[config.mk]
export PLATFORM = sky130hd
export DESIGN_NAME = vx_raster_dcr_bank_flat
export DESIGN_NICKNAME = d
export VERILOG_FILES = /design/src/rtl/vx_raster_dcr_bank_if.sv /design/src/rtl/vx_raster_dcr_bank.sv /design/src/flat_wrapper.sv
export SDC_FILE = /design/constraint.sdc
export NUM_CORES = 1
export LEC_CHECK = 0
export ABC_AREA = 1
export ABC_CLOCK_PERIOD_IN_PS = 14600
export CAP_MARGIN = 20
export CORE_MARGIN = 2
export CORE_UTILIZATION = 25
export CTS_BUF_LIST = sky130_fd_sc_hd__clkbuf_4
export DETAILED_ROUTE_END_ITERATION = 7
export DONT_BUFFER_PORTS = 1
export PLACE_DENSITY_LB_ADDON = 0.2
export SLEW_MARGIN = 20
export SYNTH_ARGS = -nofsm -noshare
export SYNTH_HDL_FRONTEND = slang
export SYNTH_SLANG_ARGS = --single-unit
[constraint.sdc]
create_clock -name clk -period 14.6 [get_ports clk]
set_clock_uncertainty 0.1 [all_clocks]
set_input_delay 2.92 -clock clk [delete_from_list [all_inputs] [get_ports clk]]
set_output_delay 2.92 -clock clk [all_outputs]
set_load 0.05 [all_outputs]
[src/rtl/vx_raster_dcr_bank_if.sv]
// Host-side DCR bus for the raster DCR bank: write strobe, read-back
// request/response and the commit handshake.
interface vx_raster_dcr_bank_if #(
  parameter int unsigned NUM_SLOTS = 1,
  parameter int unsigned DATA_BITS = 32,
  parameter int unsigned ADDR_BITS = 12
);
  logic                 dcr_write_valid;
  logic [ADDR_BITS-1:0] dcr_write_addr;
  logic [DATA_BITS-1:0] dcr_write_data;
  logic                 dcr_read_valid;
  logic [ADDR_BITS-1:0] dcr_read_addr;
  logic                 dcr_read_bank;
  logic                 dcr_rsp_valid;
  logic [DATA_BITS-1:0] dcr_rsp_data;
  logic                 commit_valid;
  logic [NUM_SLOTS-1:0] commit_mask;
  logic                 commit_ready;

  modport master (
    output dcr_write_valid, dcr_write_addr, dcr_write_data,
    output dcr_read_valid, dcr_read_addr, dcr_read_bank,
    input  dcr_rsp_valid, dcr_rsp_data,
    output commit_valid, commit_mask,
    input  commit_ready
  );

  modport slave (
    input  dcr_write_valid, dcr_write_addr, dcr_write_data,
    input  dcr_read_valid, dcr_read_addr, dcr_read_bank,
    output dcr_rsp_valid, dcr_rsp_data,
    input  commit_valid, commit_mask,
    output commit_ready
  );
endinterface

[src/rtl/vx_raster_dcr_bank.sv]
// Double-buffered raster DCR bank: per-slot shadow registers written by the
// host, promoted to the active registers by a commit while the slot is idle.
module vx_raster_dcr_bank #(
  parameter int unsigned          NUM_SLOTS = 1,
  parameter int unsigned          DATA_BITS = 32,
  parameter int unsigned          TILE_BITS = 16,
  parameter int unsigned          ADDR_BITS = 12,
  parameter logic [ADDR_BITS-1:0] BASE_ADDR = 12'h100
) (
  input  logic                                              clk,
  input  logic                                              reset,
  vx_raster_dcr_bank_if.slave                               bus,
  input  logic [NUM_SLOTS-1:0]                              slot_busy,
  output logic [NUM_SLOTS-1:0]                              dirty,
  output logic [NUM_SLOTS*(4*DATA_BITS+4*TILE_BITS)-1:0]    dcrs_active
);
  localparam int unsigned          SLOT_BITS = 4*DATA_BITS + 4*TILE_BITS;
  localparam int unsigned          SLOT_AW   = ADDR_BITS - 3;
  localparam logic [ADDR_BITS:0]   SPAN      = (ADDR_BITS+1)'(8*(NUM_SLOTS+1));
  localparam logic [SLOT_AW-1:0]   BCAST     = SLOT_AW'(NUM_SLOTS);

  // Fields 0..3 are the DATA_BITS-wide pidx/pbuf group, 4..7 the tile group.
  logic [DATA_BITS-1:0] sh_data [NUM_SLOTS][4];
  logic [TILE_BITS-1:0] sh_tile [NUM_SLOTS][4];
  logic [DATA_BITS-1:0] ac_data [NUM_SLOTS][4];
  logic [TILE_BITS-1:0] ac_tile [NUM_SLOTS][4];

  // Offsets are one bit wider so addresses below BASE_ADDR wrap high and
  // fail the single range compare.
  logic [ADDR_BITS:0]   wr_off, rd_off;
  logic                 wr_in, rd_in;
  logic [SLOT_AW-1:0]   wr_slot, rd_slot;
  logic [2:0]           wr_field, rd_field;
  logic [NUM_SLOTS-1:0] wr_hit;
  logic                 commit_fire;
  logic [DATA_BITS-1:0] rd_value;

  assign wr_off   = {1'b0, bus.dcr_write_addr} - {1'b0, BASE_ADDR};
  assign wr_in    = wr_off < SPAN;
  assign wr_slot  = wr_off[ADDR_BITS-1:3];
  assign wr_field = wr_off[2:0];
  assign rd_off   = {1'b0, bus.dcr_read_addr} - {1'b0, BASE_ADDR};
  assign rd_in    = rd_off < SPAN;
  assign rd_slot  = rd_off[ADDR_BITS-1:3];
  assign rd_field = rd_off[2:0];

  assign bus.commit_ready = ~|(bus.commit_mask & slot_busy);
  assign commit_fire      = bus.commit_valid & bus.commit_ready;

  // Per-slot write select, including the broadcast window.
  always_comb begin
    wr_hit = '0;
    for (int unsigned s = 0; s < NUM_SLOTS; s++) begin
      wr_hit[s] = bus.dcr_write_valid && wr_in &&
                  ((wr_slot == SLOT_AW'(s)) || (wr_slot == BCAST));
    end
  end

  // Bank update: commit copies the pre-write shadow; a same-cycle write is
  // ordered after the commit so its dirty set overrides the commit's clear.
  always_ff @(posedge clk) begin
    if (reset) begin
      for (int unsigned s = 0; s < NUM_SLOTS; s++) begin
        for (int unsigned f = 0; f < 4; f++) begin
          sh_data[s][f] <= '0;
          sh_tile[s][f] <= '0;
          ac_data[s][f] <= '0;
          ac_tile[s][f] <= '0;
        end
      end
      dirty <= '0;
    end else begin
      for (int unsigned s = 0; s < NUM_SLOTS; s++) begin
        if (commit_fire && bus.commit_mask[s]) begin
          ac_data[s] <= sh_data[s];
          ac_tile[s] <= sh_tile[s];
          dirty[s]   <= 1'b0;
        end
        if (wr_hit[s]) begin
          dirty[s] <= 1'b1;
          if (!wr_field[2]) sh_data[s][wr_field[1:0]] <= bus.dcr_write_data;
          else              sh_tile[s][wr_field[1:0]] <= bus.dcr_write_data[TILE_BITS-1:0];
        end
      end
    end
  end

  // Read-back mux; broadcast and out-of-range addresses match no slot.
  always_comb begin
    rd_value = '0;
    for (int unsigned s = 0; s < NUM_SLOTS; s++) begin
      if (rd_in && (rd_slot == SLOT_AW'(s))) begin
        if (!rd_field[2])
          rd_value = bus.dcr_read_bank ? ac_data[s][rd_field[1:0]] : sh_data[s][rd_field[1:0]];
        else
          rd_value = DATA_BITS'(bus.dcr_read_bank ? ac_tile[s][rd_field[1:0]]
                                                  : sh_tile[s][rd_field[1:0]]);
      end
    end
  end

  // Registered read-back response.
  always_ff @(posedge clk) begin
    if (reset) begin
      bus.dcr_rsp_valid <= 1'b0;
      bus.dcr_rsp_data  <= '0;
    end else begin
      bus.dcr_rsp_valid <= bus.dcr_read_valid;
      if (bus.dcr_read_valid) bus.dcr_rsp_data <= rd_value;
    end
  end

  // Active banks packed per slot, pidx_addr at the MSBs.
  always_comb begin
    dcrs_active = '0;
    for (int unsigned s = 0; s < NUM_SLOTS; s++) begin
      dcrs_active[s*SLOT_BITS +: SLOT_BITS] = {ac_data[s][0], ac_data[s][1], ac_data[s][2], ac_data[s][3],
                                               ac_tile[s][0], ac_tile[s][1], ac_tile[s][2], ac_tile[s][3]};
    end
  end
endmodule

[src/flat_wrapper.sv]
// flat-port wrapper written by rule: the top's interface ports become plain ports
module vx_raster_dcr_bank_flat 
#(
  parameter int unsigned          NUM_SLOTS = 1,
  parameter int unsigned          DATA_BITS = 32,
  parameter int unsigned          TILE_BITS = 16,
  parameter int unsigned          ADDR_BITS = 12,
  parameter logic [ADDR_BITS-1:0] BASE_ADDR = 12'h100
)
  (clk, reset, slot_busy, dirty, dcrs_active, bus_dcr_write_valid, bus_dcr_write_addr, bus_dcr_write_data, bus_dcr_read_valid, bus_dcr_read_addr, bus_dcr_read_bank, bus_dcr_rsp_valid, bus_dcr_rsp_data, bus_commit_valid, bus_commit_mask, bus_commit_ready);
  vx_raster_dcr_bank_if #(.NUM_SLOTS(NUM_SLOTS), .DATA_BITS(DATA_BITS), .ADDR_BITS(ADDR_BITS)) bus_i ();
  input  logic clk;
  input  logic reset;
  input  logic [NUM_SLOTS-1:0] slot_busy;
  output logic [NUM_SLOTS-1:0] dirty;
  output logic [NUM_SLOTS*(4*DATA_BITS+4*TILE_BITS)-1:0] dcrs_active;
  input wire logic [$bits(bus_i.dcr_write_valid)-1:0] bus_dcr_write_valid;
  input wire logic [$bits(bus_i.dcr_write_addr)-1:0] bus_dcr_write_addr;
  input wire logic [$bits(bus_i.dcr_write_data)-1:0] bus_dcr_write_data;
  input wire logic [$bits(bus_i.dcr_read_valid)-1:0] bus_dcr_read_valid;
  input wire logic [$bits(bus_i.dcr_read_addr)-1:0] bus_dcr_read_addr;
  input wire logic [$bits(bus_i.dcr_read_bank)-1:0] bus_dcr_read_bank;
  output wire logic [$bits(bus_i.dcr_rsp_valid)-1:0] bus_dcr_rsp_valid;
  output wire logic [$bits(bus_i.dcr_rsp_data)-1:0] bus_dcr_rsp_data;
  input wire logic [$bits(bus_i.commit_valid)-1:0] bus_commit_valid;
  input wire logic [$bits(bus_i.commit_mask)-1:0] bus_commit_mask;
  output wire logic [$bits(bus_i.commit_ready)-1:0] bus_commit_ready;
  assign bus_i.dcr_write_valid = bus_dcr_write_valid;
  assign bus_i.dcr_write_addr = bus_dcr_write_addr;
  assign bus_i.dcr_write_data = bus_dcr_write_data;
  assign bus_i.dcr_read_valid = bus_dcr_read_valid;
  assign bus_i.dcr_read_addr = bus_dcr_read_addr;
  assign bus_i.dcr_read_bank = bus_dcr_read_bank;
  assign bus_dcr_rsp_valid = bus_i.dcr_rsp_valid;
  assign bus_dcr_rsp_data = bus_i.dcr_rsp_data;
  assign bus_i.commit_valid = bus_commit_valid;
  assign bus_i.commit_mask = bus_commit_mask;
  assign bus_commit_ready = bus_i.commit_ready;
  vx_raster_dcr_bank #(.NUM_SLOTS(NUM_SLOTS), .DATA_BITS(DATA_BITS), .TILE_BITS(TILE_BITS), .ADDR_BITS(ADDR_BITS), .BASE_ADDR(BASE_ADDR)) u_core (.clk(clk), .reset(reset), .bus(bus_i), .slot_busy(slot_busy), .dirty(dirty), .dcrs_active(dcrs_active));
endmodule
Yosys cells after proc, flatten, opt, wreduce, memory -nomap -nowiden
Memories as Yosys holds them, arrays and structs flattened.
Cells that the tools add are included.
- logic and storage cells: 76
- input port bits: 64
- memories kept: 4
- bits in writable memories: 384
- output and inout bits: 227
- register bits after elaboration: 34
- mux-type cells: 43
- equality and inequality tests: 1
- reduce and logical (&&, ||, !) cells: 14
- magnitude comparators: 5
- add/subtract/negate cells: 2
- bitwise operators: 4
- memory list (memory ; words ; width ; read ports ; clocked after memory_dff ; wr ports ; line ; RTL):
    u_core.ac_data ; 1 ; 128 ; 1 ; 0 ; 4 ; vx_raster_dcr_bank.sv:25 ; logic [DATA_BITS-1:0] ac_data [NUM_SLOTS][4];
    u_core.sh_data ; 1 ; 128 ; 1 ; 0 ; 4 ; vx_raster_dcr_bank.sv:23 ; logic [DATA_BITS-1:0] sh_data [NUM_SLOTS][4];
    u_core.ac_tile ; 1 ; 64 ; 1 ; 0 ; 4 ; vx_raster_dcr_bank.sv:26 ; logic [TILE_BITS-1:0] ac_tile [NUM_SLOTS][4];
    u_core.sh_tile ; 1 ; 64 ; 1 ; 0 ; 4 ; vx_raster_dcr_bank.sv:24 ; logic [TILE_BITS-1:0] sh_tile [NUM_SLOTS][4];
- operator list (kind ; count):
    $mux 128 ; 4
    $mux 32 ; 8
    $mux 64 ; 4
    $reduce_or 128->1 ; 2
    $bmux 32 s2 ; 2
    $reduce_or 64->1 ; 2
    $mux 16 ; 6
    $bmux 16 s2 ; 2
    $demux 32 s2 ; 1
    $demux 16 s2 ; 1
    $lt 13x5->1 const B ; 2
    $sub 12x9->13 const B ; 2
    $logic_not 9->1 ; 2
    $mux 1 ; 13
    $eq 9x1->1 const B ; 1
    $ge 3x3->1 const B ; 2
    $not 2->3 ; 2
    $logic_and 1x1->1 ; 5
    $mux 2 ; 2
    $lt 3x1->1 const B ; 1
    $and 1x1->1 ; 2
    $reduce_bool 2->1 ; 1
    $logic_not 1->1 ; 1
    $logic_or 1x1->1 ; 1

Longest topological paths before layout
- depth after elaboration: 9
- gate-level depth with buffers: 12

Least setup slack after synthesis
Ideal clock, no wire load.
- path kind: input -> register
- start point: in bus_dcr_write_addr[8]
- end point: mem u_core.sh_data[0][100] (netlist bit), enable pin
- setup slack: 7937 ps
- arrival: 6097 ps
- library setup time: 466 ps
- data required time: 14034 ps
- stages: 8
- path through: inv_1 > ha_1 > nand2_1 > nor2_1 > nand3_1 > nor2_4 > nand2_4 > o21ai_0
- RTL lines (item ; line ; RTL):
    from (decl) ; flat_wrapper.sv:18 ; input wire logic [$bits(bus_i.dcr_write_addr)-1:0] bus_dcr_write_addr;
    to (decl) ; vx_raster_dcr_bank.sv:23 ;

Worst setup path after layout
- start point: in bus_commit_mask
- end point: out bus_commit_ready
- cells in the longest elaborated chain, start to end: 2
- RTL lines (item ; line ; RTL):
    from (decl) ; flat_wrapper.sv:26 ; input wire logic [$bits(bus_i.commit_mask)-1:0] bus_commit_mask;
    $and 1x1->1 ; vx_raster_dcr_bank.sv:47 ; assign bus.commit_ready = ~|(bus.commit_mask & slot_busy);
    $logic_not 1->1 ; vx_raster_dcr_bank.sv:47 ;
    to (decl) ; flat_wrapper.sv:27 ; output wire logic [$bits(bus_i.commit_ready)-1:0] bus_commit_ready;
No other way between the ends.

==> summary.md <==
| Metric | Value |
|---|---|
| Outcome | completed |
| Seq cells post-synth | about 420 |
| Post-CTS sizing | 0 |
| CTS tree | built |
| RSZ-0062 raised after global routing | false |
| Post-synthesis xor/xnor area fraction | less than 1% |
| Placer congestion estimate | between 0.8 and 0.9 |
| Cell Chain, Critical Path | nand2_1 |
| Worst VDD drop | ~0.000047 V |
| Worst-Skew Late Latency | 0.93 ns |
| CTS Buffer Depth | 3 |
| Hold buffers post-CTS | 0 |
| Layout fillers | 8,294 |
| Slowest CP cell | nand2_1 |
| Final worst path period need | between 6 and 7 ns |
| Clock slew at reported path FFs | roughly 0.060 ns |
| Grt total ovfl | 0 |
| Total track usage | around 20% |
| Final wirelength | slightly above 80,000 um |
| Maximum achievable frequency | between 0.15 and 0.2 GHz |
| Async SR Flop Fraction | 0% |
| Most common cell after layout, fill and taps aside | nand2_1 |
| Initial Utilization | 25.13% |
| Final WS setup | 8.325 ns |
| Critical Path End | bus_commit_ready |
| Min Hold Slack | between 0.3 and 0.4 ns |
| Number of setup buffers added after CTS | 0 |
| Core Util, Final | between 20% and 30% |
| I/O Pins | slightly below 300 |
| Die X-Extent | roughly 280 um |
| Clock root cell | clkbuf_4 |
| Simple-Gate Fraction of Synth Area | roughly 30% |
| CTS HTree Levels | 3 |
| Final period util | a little over two fifths |
| DRT iter0 DRCs | about 1.9k |
| Syn nets | roughly 2.6k |
| Maximum fanout along the worst path | 2 |
| DR vias/cell | roughly 5.1 |
| Dpl ws | 8.189 ns |
| Port Buffers | 0 |
| Sequential-to-total area share from yosys stat | approximately 50% |
| Number of synthesized flops with an enable pin | 96 |
| Die span in y | between 200 and 300 um |
| Via Count | 18.13k |
| Worst Setup Path Type | in -> out |
| DRT antenna net count | 0 |
| Worst endpoint required time | 11.58 ns |
| R2R Setup Slk | between 10 and 15 ns |
| Crit. Startpoint | bus_commit_mask |
| Syn_area_per_cell | around 7.4 um2 |
| Stages on worst setup path | 1 |
| Layout area overhead | 10.85% |
| Clock Sinks | ~420 |
| Rel. slew slack | 31.04% |
| Tightest Pin Transition | 1.034 ns |
| Complex-gate fraction of the synthesized area | under 10% |
| Largest family of logic cells by synthesized area | simple AND/OR/NAND/NOR gates |
| Endpoint class of the critical path | output pin |
| Adder-cell share of the synthesized area | less than 1% |
| Largest net degree at the start of global routing | 226 |
| Reg2Reg Depth | 6 |
| Die Area | slightly below 80,000 um2 |
| Dpl hpwl | 52,570 um |
| Mapped cell area | roughly 19,000 um2 |
| Delay of the slowest cell on the worst path | 0.33 ns |
| Wire length per cell | approximately 23 um |
| Startpoint types | input port |
| Synth cell types | 26 |
| Max-cap violations | 0 |
| Area occupied by multi-input gates | 7712 um2 |
| Placeable Area | 75,570 um2 |
| Arr. time, crit path | about 3.3 ns |
| Synthesized instance count | 2,563 |
| Portion of netlist area occupied by mux cells | 0% |
| Power Density | approximately 120 nW/um2 |
| Pwr Total | around 2.5 mW |
| Num rows | ~100 |
| Delay-heaviest family, CP | simple AND/OR/NAND/NOR gates |
| Layout cell share with drive strength beyond 1 | 9.031% |
| Vias in the first global route | 17.00k |
| Final setup vio count | 0 |
| Fin. Hold Viols | 0 |
| Most used DFF post-synth | dfxtp_1 |
| CTS Buf Count | about 110 |
| Leak Pwr | between 7 and 8 nW |
| Hold crit path type | reg -> reg |
| First-pass GRT wire length | ~120,000 um |
| Worst r2r src | u_core.ac_data[0][33]$_SDFFE_PP0P_ |
| Max-slew violations | 0 |
| Nets@finish | about 2.6k |
| Most frequent cells in the layout | nand2_1, nand3_1, dfxtp_1, inv_1, nor2_1 |
| Worst reg2reg endpoint | u_core.bus.dcr_rsp_data[1]$_SDFFE_PP0P_ |
| Final setup TNS | 0 ns |
| YS warnings | 0 |
| DR pass1 iterations | 6 |
| # DRC | 0 |
| CP bufs+invs | 0 |
| Register area | approximately 9300 um2 |
| Initial antenna violation count | 5 |
[worst min-delay path: cells and delay by family (launching register included)]
| family | cells | cell delay [ns] |
|---|---|---|
| compound gates | 1 | 0.07 |
| flops | 1 | 0.33 |
| buf+inv | 1 | 0.05 |
[sequential cells by signal (all words and copies together) (netlist names)]
signal	cells
u_core.sh_data	128
u_core.bus.dcr_rsp_data	32
u_core.ac_data	128
u_core.dirty	1
u_core.ac_tile	64
u_core.sh_tile	64
u_core.bus.dcr_rsp_valid	1
[power breakdown]
group          internal [mW]  switching (mW)  leakage [nW]
Clock                  0.584           0.534         0.901
Sequential              1.20          0.0340          3.56
Combinational         0.0297           0.113          3.05
[cells in the mapped netlist (24+ instances only)]
cell      instances  area share, %
a21oi_1         141            3.7
buf_1            24           0.47
buf_2            61            1.6
clkbuf_1        108            2.1
dfxtp_1         322             34
edfxtp_1         96             15
inv_1           280            5.5
nand2_1         462            9.1
nand3_1         404             11
nand4_1         146            4.8
nor2_1          272            5.4
o21ai_0         162            4.3
o22ai_1          32            1.1
[cell type report]
class                      instances  area share [%]
antenna                            2         0.02377
clock buffer                     183           6.525
clock inverter                    22          0.6715
inverter                         286           5.134
multi-input combinational       1649           36.63
sequential                       418           44.31
tap                              978           5.812
timing repair buffer              22          0.8973
[layer usage]
| metal | up-vias | GRT usage, % | wire length (um) |
|---|---|---|---|
| met2 | 817 | 31.54 | 36580 |
| met1 | 8771 | 26.97 | 35610 |
| met4 | 6 | 6.678 | 1990 |
| met3 | 121 | 7.264 | 8757 |
| met5 | - | 0 | 41 |
| li1 | 8418 | - | - |
[cells by family (layout without fill, tap and decap cells)]
logic type,Yosys count,in the layout
adder cells (fa/ha/maj),2,2
buffers and inverters,496,513
AO/OA/AOI/OAI,352,352
flip-flops,418,418
other,0,2
AND/OR/NAND/NOR,1294,1294
XOR/XNOR,1,1
[worst min path at each step]
| stage | cells after the start | start | endpoint |
|---|---|---|---|
| after floorplan | 2 | u_core.sh_data[0][48]$_SDFFE_PP0P_ | u_core.sh_data[0][48]$_SDFFE_PP0P_ |
| after global placement | 2 | u_core.sh_data[0][60]$_SDFFE_PP0P_ | u_core.sh_data[0][60]$_SDFFE_PP0P_ |
| after detailed placement | 2 | u_core.sh_data[0][59]$_SDFFE_PP0P_ | u_core.sh_data[0][59]$_SDFFE_PP0P_ |
| after CTS | 2 | u_core.sh_data[0][33]$_SDFFE_PP0P_ | u_core.ac_data[0][33]$_SDFFE_PP0P_ |
| after global routing | 2 | u_core.sh_data[0][33]$_SDFFE_PP0P_ | u_core.ac_data[0][33]$_SDFFE_PP0P_ |
| final | 2 | u_core.sh_tile[0][30]$_SDFFE_PP0P_ | u_core.ac_tile[0][30]$_SDFFE_PP0P_ |
[per-stage QoR]
step	cells	cell area, um2
3_5_place_dp	3353	19540
3_3_place_gp	3351	19500
4_1_cts	3558	21050
6_report	3560	21060
5_1_grt	3559	21050
2_1_floorplan	2563	18990
Power figures use the tool's default switching activity.
